### src/rtl/display_scan_7seg.sv
// Time-multiplexed multi-digit 7-segment driver with shadowed BCD/dp inputs and a dead cycle per slot.
// Optional leading-zero blanking is compiled in when DISPLAY_SCAN_LZB_EN is defined.
module display_scan_7seg #(
  parameter int unsigned DIGITS      = 4,
  parameter int unsigned REFRESH_DIV = 50000,
  parameter int unsigned CNT_W       = 16,
  localparam int unsigned IdxW       = (DIGITS > 1) ? $clog2(DIGITS) : 1
) (
  input  logic                  clk,
  input  logic                  reset,
  input  logic                  enable,
  input  logic                  load,
  input  logic [4*DIGITS-1:0]   digits_bcd,
  input  logic [DIGITS-1:0]     dp_in,
  output logic [6:0]            seg,
  output logic                  dp,
  output logic [DIGITS-1:0]     an,
  output logic [IdxW-1:0]       scan_idx
);

  logic [CNT_W-1:0]    r_cnt;
  logic [IdxW-1:0]     r_idx;
  logic [4*DIGITS-1:0] r_bcd;
  logic [DIGITS-1:0]   r_dpm;
  logic [6:0]          r_seg;
  logic                r_dp;
  logic [DIGITS-1:0]   r_an;

  logic                w_wrap;
  logic [CNT_W-1:0]    w_cnt_d;
  logic [IdxW-1:0]     w_idx_d;
  logic [3:0]          w_digit;
  logic                w_dp_bit;
  logic                w_blank_sel;
  logic [DIGITS-1:0]   w_blank;
  logic [6:0]          w_seg_d;
  logic                w_dp_d;
  logic [DIGITS-1:0]   w_an_d;

  assign w_wrap  = (r_cnt == CNT_W'(REFRESH_DIV - 1));
  assign w_cnt_d = w_wrap ? '0 : r_cnt + CNT_W'(1);

  always_comb begin
    w_idx_d = r_idx;
    if (w_wrap) begin
      w_idx_d = (r_idx == IdxW'(DIGITS - 1)) ? '0 : r_idx + IdxW'(1);
    end
  end

`ifdef DISPLAY_SCAN_LZB_EN
  // Walk from the most significant digit; a nonzero digit or a lit dp ends the blank run.
  always_comb begin
    logic w_lead;
    w_lead  = 1'b1;
    w_blank = '0;
    for (int i = DIGITS - 1; i >= 0; i--) begin
      w_lead = w_lead & (r_bcd[4*i +: 4] == 4'd0) & ~r_dpm[i];
      w_blank[i] = w_lead & (i > 0);
    end
  end
`else
  assign w_blank = '0;
`endif

  // Outputs track the incoming scan position, so seg/dp are valid during the dead cycle.
  always_comb begin
    w_digit     = 4'hF;
    w_dp_bit    = 1'b0;
    w_blank_sel = 1'b0;
    for (int i = 0; i < DIGITS; i++) begin
      if (w_idx_d == IdxW'(i)) begin
        w_digit     = r_bcd[4*i +: 4];
        w_dp_bit    = r_dpm[i];
        w_blank_sel = w_blank[i];
      end
    end
  end

  always_comb begin
    w_seg_d = 7'b1111111;
    case (w_digit)
      4'd0:    w_seg_d = 7'b0000001;
      4'd1:    w_seg_d = 7'b1001111;
      4'd2:    w_seg_d = 7'b0010010;
      4'd3:    w_seg_d = 7'b0000110;
      4'd4:    w_seg_d = 7'b1001100;
      4'd5:    w_seg_d = 7'b0100100;
      4'd6:    w_seg_d = 7'b0100000;
      4'd7:    w_seg_d = 7'b0001111;
      4'd8:    w_seg_d = 7'b0000000;
      4'd9:    w_seg_d = 7'b0000100;
      default: w_seg_d = 7'b1111111;
    endcase
    if (w_blank_sel) begin
      w_seg_d = 7'b1111111;
    end
    w_dp_d = ~w_dp_bit | w_blank_sel;
  end

  always_comb begin
    w_an_d = {DIGITS{1'b1}};
    if (enable && (w_cnt_d != '0)) begin
      w_an_d = ~(DIGITS'(1) << w_idx_d);
    end
  end

  always_ff @(posedge clk) begin
    if (reset) begin
      r_cnt <= '0;
      r_idx <= '0;
      r_bcd <= {DIGITS{4'hF}};
      r_dpm <= '0;
      r_seg <= 7'b1111111;
      r_dp  <= 1'b1;
      r_an  <= {DIGITS{1'b1}};
    end else begin
      r_cnt <= w_cnt_d;
      r_idx <= w_idx_d;
      if (load) begin
        r_bcd <= digits_bcd;
        r_dpm <= dp_in;
      end
      r_seg <= w_seg_d;
      r_dp  <= w_dp_d;
      r_an  <= w_an_d;
    end
  end

  assign seg      = r_seg;
  assign dp       = r_dp;
  assign an       = r_an;
  assign scan_idx = r_idx;

endmodule

### config.mk
export PLATFORM = sky130hd
export DESIGN_NAME = display_scan_7seg
export DESIGN_NICKNAME = d
export VERILOG_FILES = /design/src/rtl/display_scan_7seg.sv
export SDC_FILE = /design/constraint.sdc
export NUM_CORES = 1
export LEC_CHECK = 0
export CORE_ASPECT_RATIO = 0.8
export CORE_UTILIZATION = 49
export CTS_CLUSTER_SIZE = 12
export DETAILED_ROUTE_END_ITERATION = 6
export GPL_ROUTABILITY_DRIVEN = 0
export PLACE_DENSITY = 0.74
export SETUP_SLACK_MARGIN = 0.15
export SYNTH_ARGS = -nofsm -noshare
export SYNTH_HDL_FRONTEND = slang
export SYNTH_SLANG_ARGS = --single-unit
### constraint.sdc
create_clock -name clk -period 3.3 [get_ports clk]
set_clock_uncertainty 0.1 [all_clocks]
set_input_delay 0.33 -clock clk [delete_from_list [all_inputs] [get_ports clk]]
set_output_delay 0.33 -clock clk [all_outputs]
set_load 0.03 [all_outputs]
## Word-level counts from Yosys, hierarchy flattened

Memory sizes are Yosys's and may differ from the RTL's. A register that Yosys moved wholly into a read port is not among the register bits.
Cells that the tools add are included.

| storage, ports and cells | value |
|---|---|
| ROM bits | 112 |
| register bits after elaboration | 43 |
| memories | 1 |
| output and inout port bits | 14 |

| cells by class | value |
|---|---|
| mux-type cells | 11 |
| $add $sub $neg | 2 |
| bitwise gates (word level) | 3 |
| shift-type cells | 1 |
| equal/unequal tests | 5 |
| reduce and logical (&&, ||, !) cells | 4 |

Memories:

| name | depth | bits a word | rd ports | clocked after Yosys merged registers in | wr ports | line | source |
|---|---|---|---|---|---|---|---|
| (name not given) | 16 | 7 | 1 | 1 | 0 | 81 | `case (w_digit)` |

Operator list:

| cell | count |
|---|---|
| $add 16x1->16 const B | 1 |
| $eq 16x16->1 const B | 1 |
| $mux 16 | 1 |
| $mux 4 | 4 |
| $reduce_bool 16->1 | 1 |
| $eq 2x2->1 const B | 3 |
| $mux 1 | 4 |
| $mux 2 | 2 |
| $not 4->4 | 1 |
| $shl 1x2->4 const A | 1 |
| $add 2x1->2 const B | 1 |
| $eq 2x1->1 const B | 1 |
| $logic_not 2->1 | 1 |
| $not 1->1 | 2 |
| $reduce_or 2->1 | 1 |
| $logic_and 1x1->1 | 1 |

## Depth between registers and ports, before layout

| depth | value |
|---|---|
| word-level depth | 9 |
| depth in mapped cells | 15 |
| depth with buffers taken out | 13 |

## Worst setup path after synthesis

Ideal clock, no wire load.

| timing | value |
|---|---|
| path kind | register to register |
| from | reg r_cnt[11] |
| to | reg r_seg[2], in the netlist seg[2] |
| path buffers | 3 |
| arrival | 3.152 ns |
| required time | 3.086 ns |
| setup slack | -0.066 ns |
| stages on the path, launching flop included | 15 |
| library setup time | 0.114 ns |
| cell sequence | dfxtp_1 -> buf_6 -> or4b_1 -> or4_1 -> buf_6 -> mux2_4 -> buf_6 -> mux2i_1 -> mux2i_1 -> ha_1 -> inv_1 -> nand2_1 -> o22ai_1 -> a211o_1 -> a21o_1 |

| between the ends | value |
|---|---|
| word-level cells in the longest chain between the ends | 7 |
| elaborated cells on any way between the ends | 10 |

RTL lines:

| item | line | source |
|---|---|---|
| start, declared | 21 | `logic [CNT_W-1:0] r_cnt;` |
| start signal, assigned | 117 | `r_cnt <= w_cnt_d;` |
| $eq 16x16->1 (*) | 40 | `assign w_wrap = (r_cnt == CNT_W'(REFRESH_DIV - 1));` |
| $mux 2 (*) | 45 | `if (w_wrap) begin` |
| $logic_not 2->1 | 71 | `if (w_idx_d == IdxW'(i)) begin` |
| $mux 4 (3 in a row) | 71 |  |
| $mux 4 (*) | 71 |  |
| end, declared | 25 | `logic [6:0] r_seg;` |

Mark *: on every way between the ends. The rest lies on a longest branch, timed or not.
A chain may end at the register's enable or synchronous reset.

## Worst setup path in the final report

| timing | value |
|---|---|
| from | reg r_cnt[12] |
| to | reg r_seg[2], in the netlist seg[2] |

The elaborated chain is that of the path after synthesis.

==> metrics <==
outcome finished clean; most frequent cells in the layout dfxtp_1 (46), clkdlybuf4s50_1 (37), nand2_1 (36); RSZ-0062 raised after global routing false; Post-DRT Antenna Nets 0; top_reg_cell synth dfxtp_1; Data arrival, critical path 3.13 ns; Post-Syn Nets 307; H-tree depth 2; critical path required time 3.40 ns; post-DP HPWL 4.03 mm; Psw 0.000288 W; Post-route DRC 0; clock-pin slew on the worst setup and hold paths 0.09 ns; Via density 5.47; setup violators final 0; Slew @ Worst Pin 0.501 ns; Horiz. Die Dim 82.7 µm; placed cells 372; vias in the first global route 1863; max-slew violations 0; fin crit share 0.919; Final min period 3.03 ns; Worst slew margin 0.663; first-pass GRT wire length 8.91 mm; Root Buffer clkbuf_8; Power Internal 0.000924 W; cells after synthesis 275; Port-buffer cells 37; Post-synth ARST share 0; sequential fraction of the synthesis area 0.392; Max FO, Critical Path 7; Starting DRT DRC Count 182; fin cells 387; Die Area 5500 µm²; FMAX 0.330 GHz; Avg Cell Area, Syn 9.28 µm²; Unique masters post-synth 56; Starting Density 0.509; # fillers 416; post-DR wirelength/cell 14.7 µm; CTS tree built; P_leak 1.27 nW; warning count from the yosys run 0; drt total wl 5.68 mm; final hold vios 0; post-layout net count 357; die height 66.5 µm; number of synthesized flops with an enable pin 0; Tot GR Track Use 0.213; crit end category flip-flop; Switching Fraction 0.238; largest net degree at the start of global routing 21; Worst Hold Class flip-flop to flip-flop; Layout Utilization 0.640; # IOs 38; worst skew pair latency 0.30 ns; Clock power frac 0.353; Num CTS Buffers 5; maximum vdd ir drop 0.246 mV; CTS sink count 50; Yosys reg bits 50; Pwr Density 378 nW/µm²; Worst setup SP type flip-flop; row count 23; Max Root-Sink Buffers 2; commonest non-fill, non-tap cell in the layout dfxtp_1; Vias 2117; final setup TNS 0 ns; antenna violations before repair 0; Overflow after GRT 0; Area growth syn-to-layout 25.6%; drt first pass iters 5; Comb pwr share 0.120; mapped cell area 2550 µm²; share of cells above drive strength 1 0.169; maximum capacitance violations 0; register share of total power 0.527; Reg2Reg Setup Slack 0.27 ns; core area 5010 µm²; # diodes 0; critical path class flip-flop to flip-flop
[registers in the layout (all words and copies together) (netlist names)]
register,cells
r_bcd,16
r_dpm,4
r_cnt,16
seg,7
an,4
dp,1
scan_idx,2
[final timing paths]
check,from,endpoint,depth (start not counted)
setup reg to reg,r_cnt[12],seg[2],11
hold / removal,r_cnt[0],r_cnt[0],1
setup / recovery,r_cnt[12],seg[2],11
hold reg to reg,r_cnt[0],r_cnt[0],1
[logic make-up after synthesis]
group / after synthesis / synth area share
AND/OR/NAND/NOR: 112 / 0.221
flip-flops: 50 / 0.392
multiplexers: 35 / 0.158
AO/OA/AOI/OAI: 34 / 0.0883
buffers and inverters: 23 / 0.0569
XOR/XNOR: 13 / 0.0446
adder cells (fa/ha/maj): 8 / 0.0392
[repair_timing]
item	in CTS	in global routing
resized for setup	1	10
hold buffers	0	0
pin swaps	1	0
buffers inserted	3	5
setup endpoints to repair	4	7
[cell type report]
type	count	area (µm²)	area share
clock buffer	5	68.8	0.0215
clock inverter	2	38.8	0.0121
inverter	6	22.5	0.00703
multi-input combinational	202	1440	0.450
sequential	50	1010	0.315
tap	62	77.6	0.0242
timing repair buffer	60	547	0.171
[routing by layer]
| layer | vias up | track usage | part of all wire |
|---|---|---|---|
| met4 | 0 | 0.0323 | 0.0078 |
| met1 | 966 | 0.316 | 0.50 |
| met5 | - | 0 | 0 |
| met2 | 77 | 0.309 | 0.43 |
| li1 | 1068 | - | - |
| met3 | 6 | 0.0548 | 0.060 |
[power groups by stage]
stage,registers [W],logic [W],clock network [W]
after floorplan,0.000660,0.0000731,0
after detailed placement,0.000653,0.000139,0
final,0.000639,0.000146,0.000427
after global routing,0.000642,0.000160,0.000465
after CTS,0.000639,0.000143,0.000437
after global placement,0.000653,0.000136,0
[through the flow]
stage          total power [W]  hold WS, ns  worst slack [ns]  instance area [µm²]
6_report               0.00121        0.367             0.268                 3200
5_1_grt                0.00127        0.388             0.148                 3200
4_1_cts                0.00122        0.391             0.154                 3130
3_5_place_dp          0.000792        0.364            0.0704                 3000
3_3_place_gp          0.000789        0.357             0.179                 3000
2_1_floorplan         0.000733        0.341            0.0621                 2560
[Yosys cell counts (all sizes together), types with 2 or more instances]
master  instances  area share
mux2i          32        0.14
xnor2           8       0.027
and4            4       0.015
nor2           25       0.037
clkbuf          7       0.011
or4             3      0.0093
and3            5       0.013
inv             6      0.0088
or3             3      0.0078
dfxtp          50        0.39
nand3          14       0.027
nand4b          2      0.0069
mux2            3       0.016
a31oi           3      0.0074
xor2            5       0.017
nand2          36       0.053
a21oi          10       0.020
nand4           6       0.015
nor3            5      0.0098
a41o            2      0.0078
buf            10       0.037
o21ai           8       0.016
ha              8       0.039
[critical path, stage by stage (launching register included)]
cell and delay, ns:
dfxtp_4 0.38, or4b_1 0.50, or4_4 0.44, buf_6 0.16, mux2i_4 0.29, mux2i_4 0.32, ha_2 0.19, inv_1 0.04
nand2_1 0.05, o22ai_1 0.07, a211o_1 0.23, a21o_1 0.15
(Power assumes the default switching activity.)
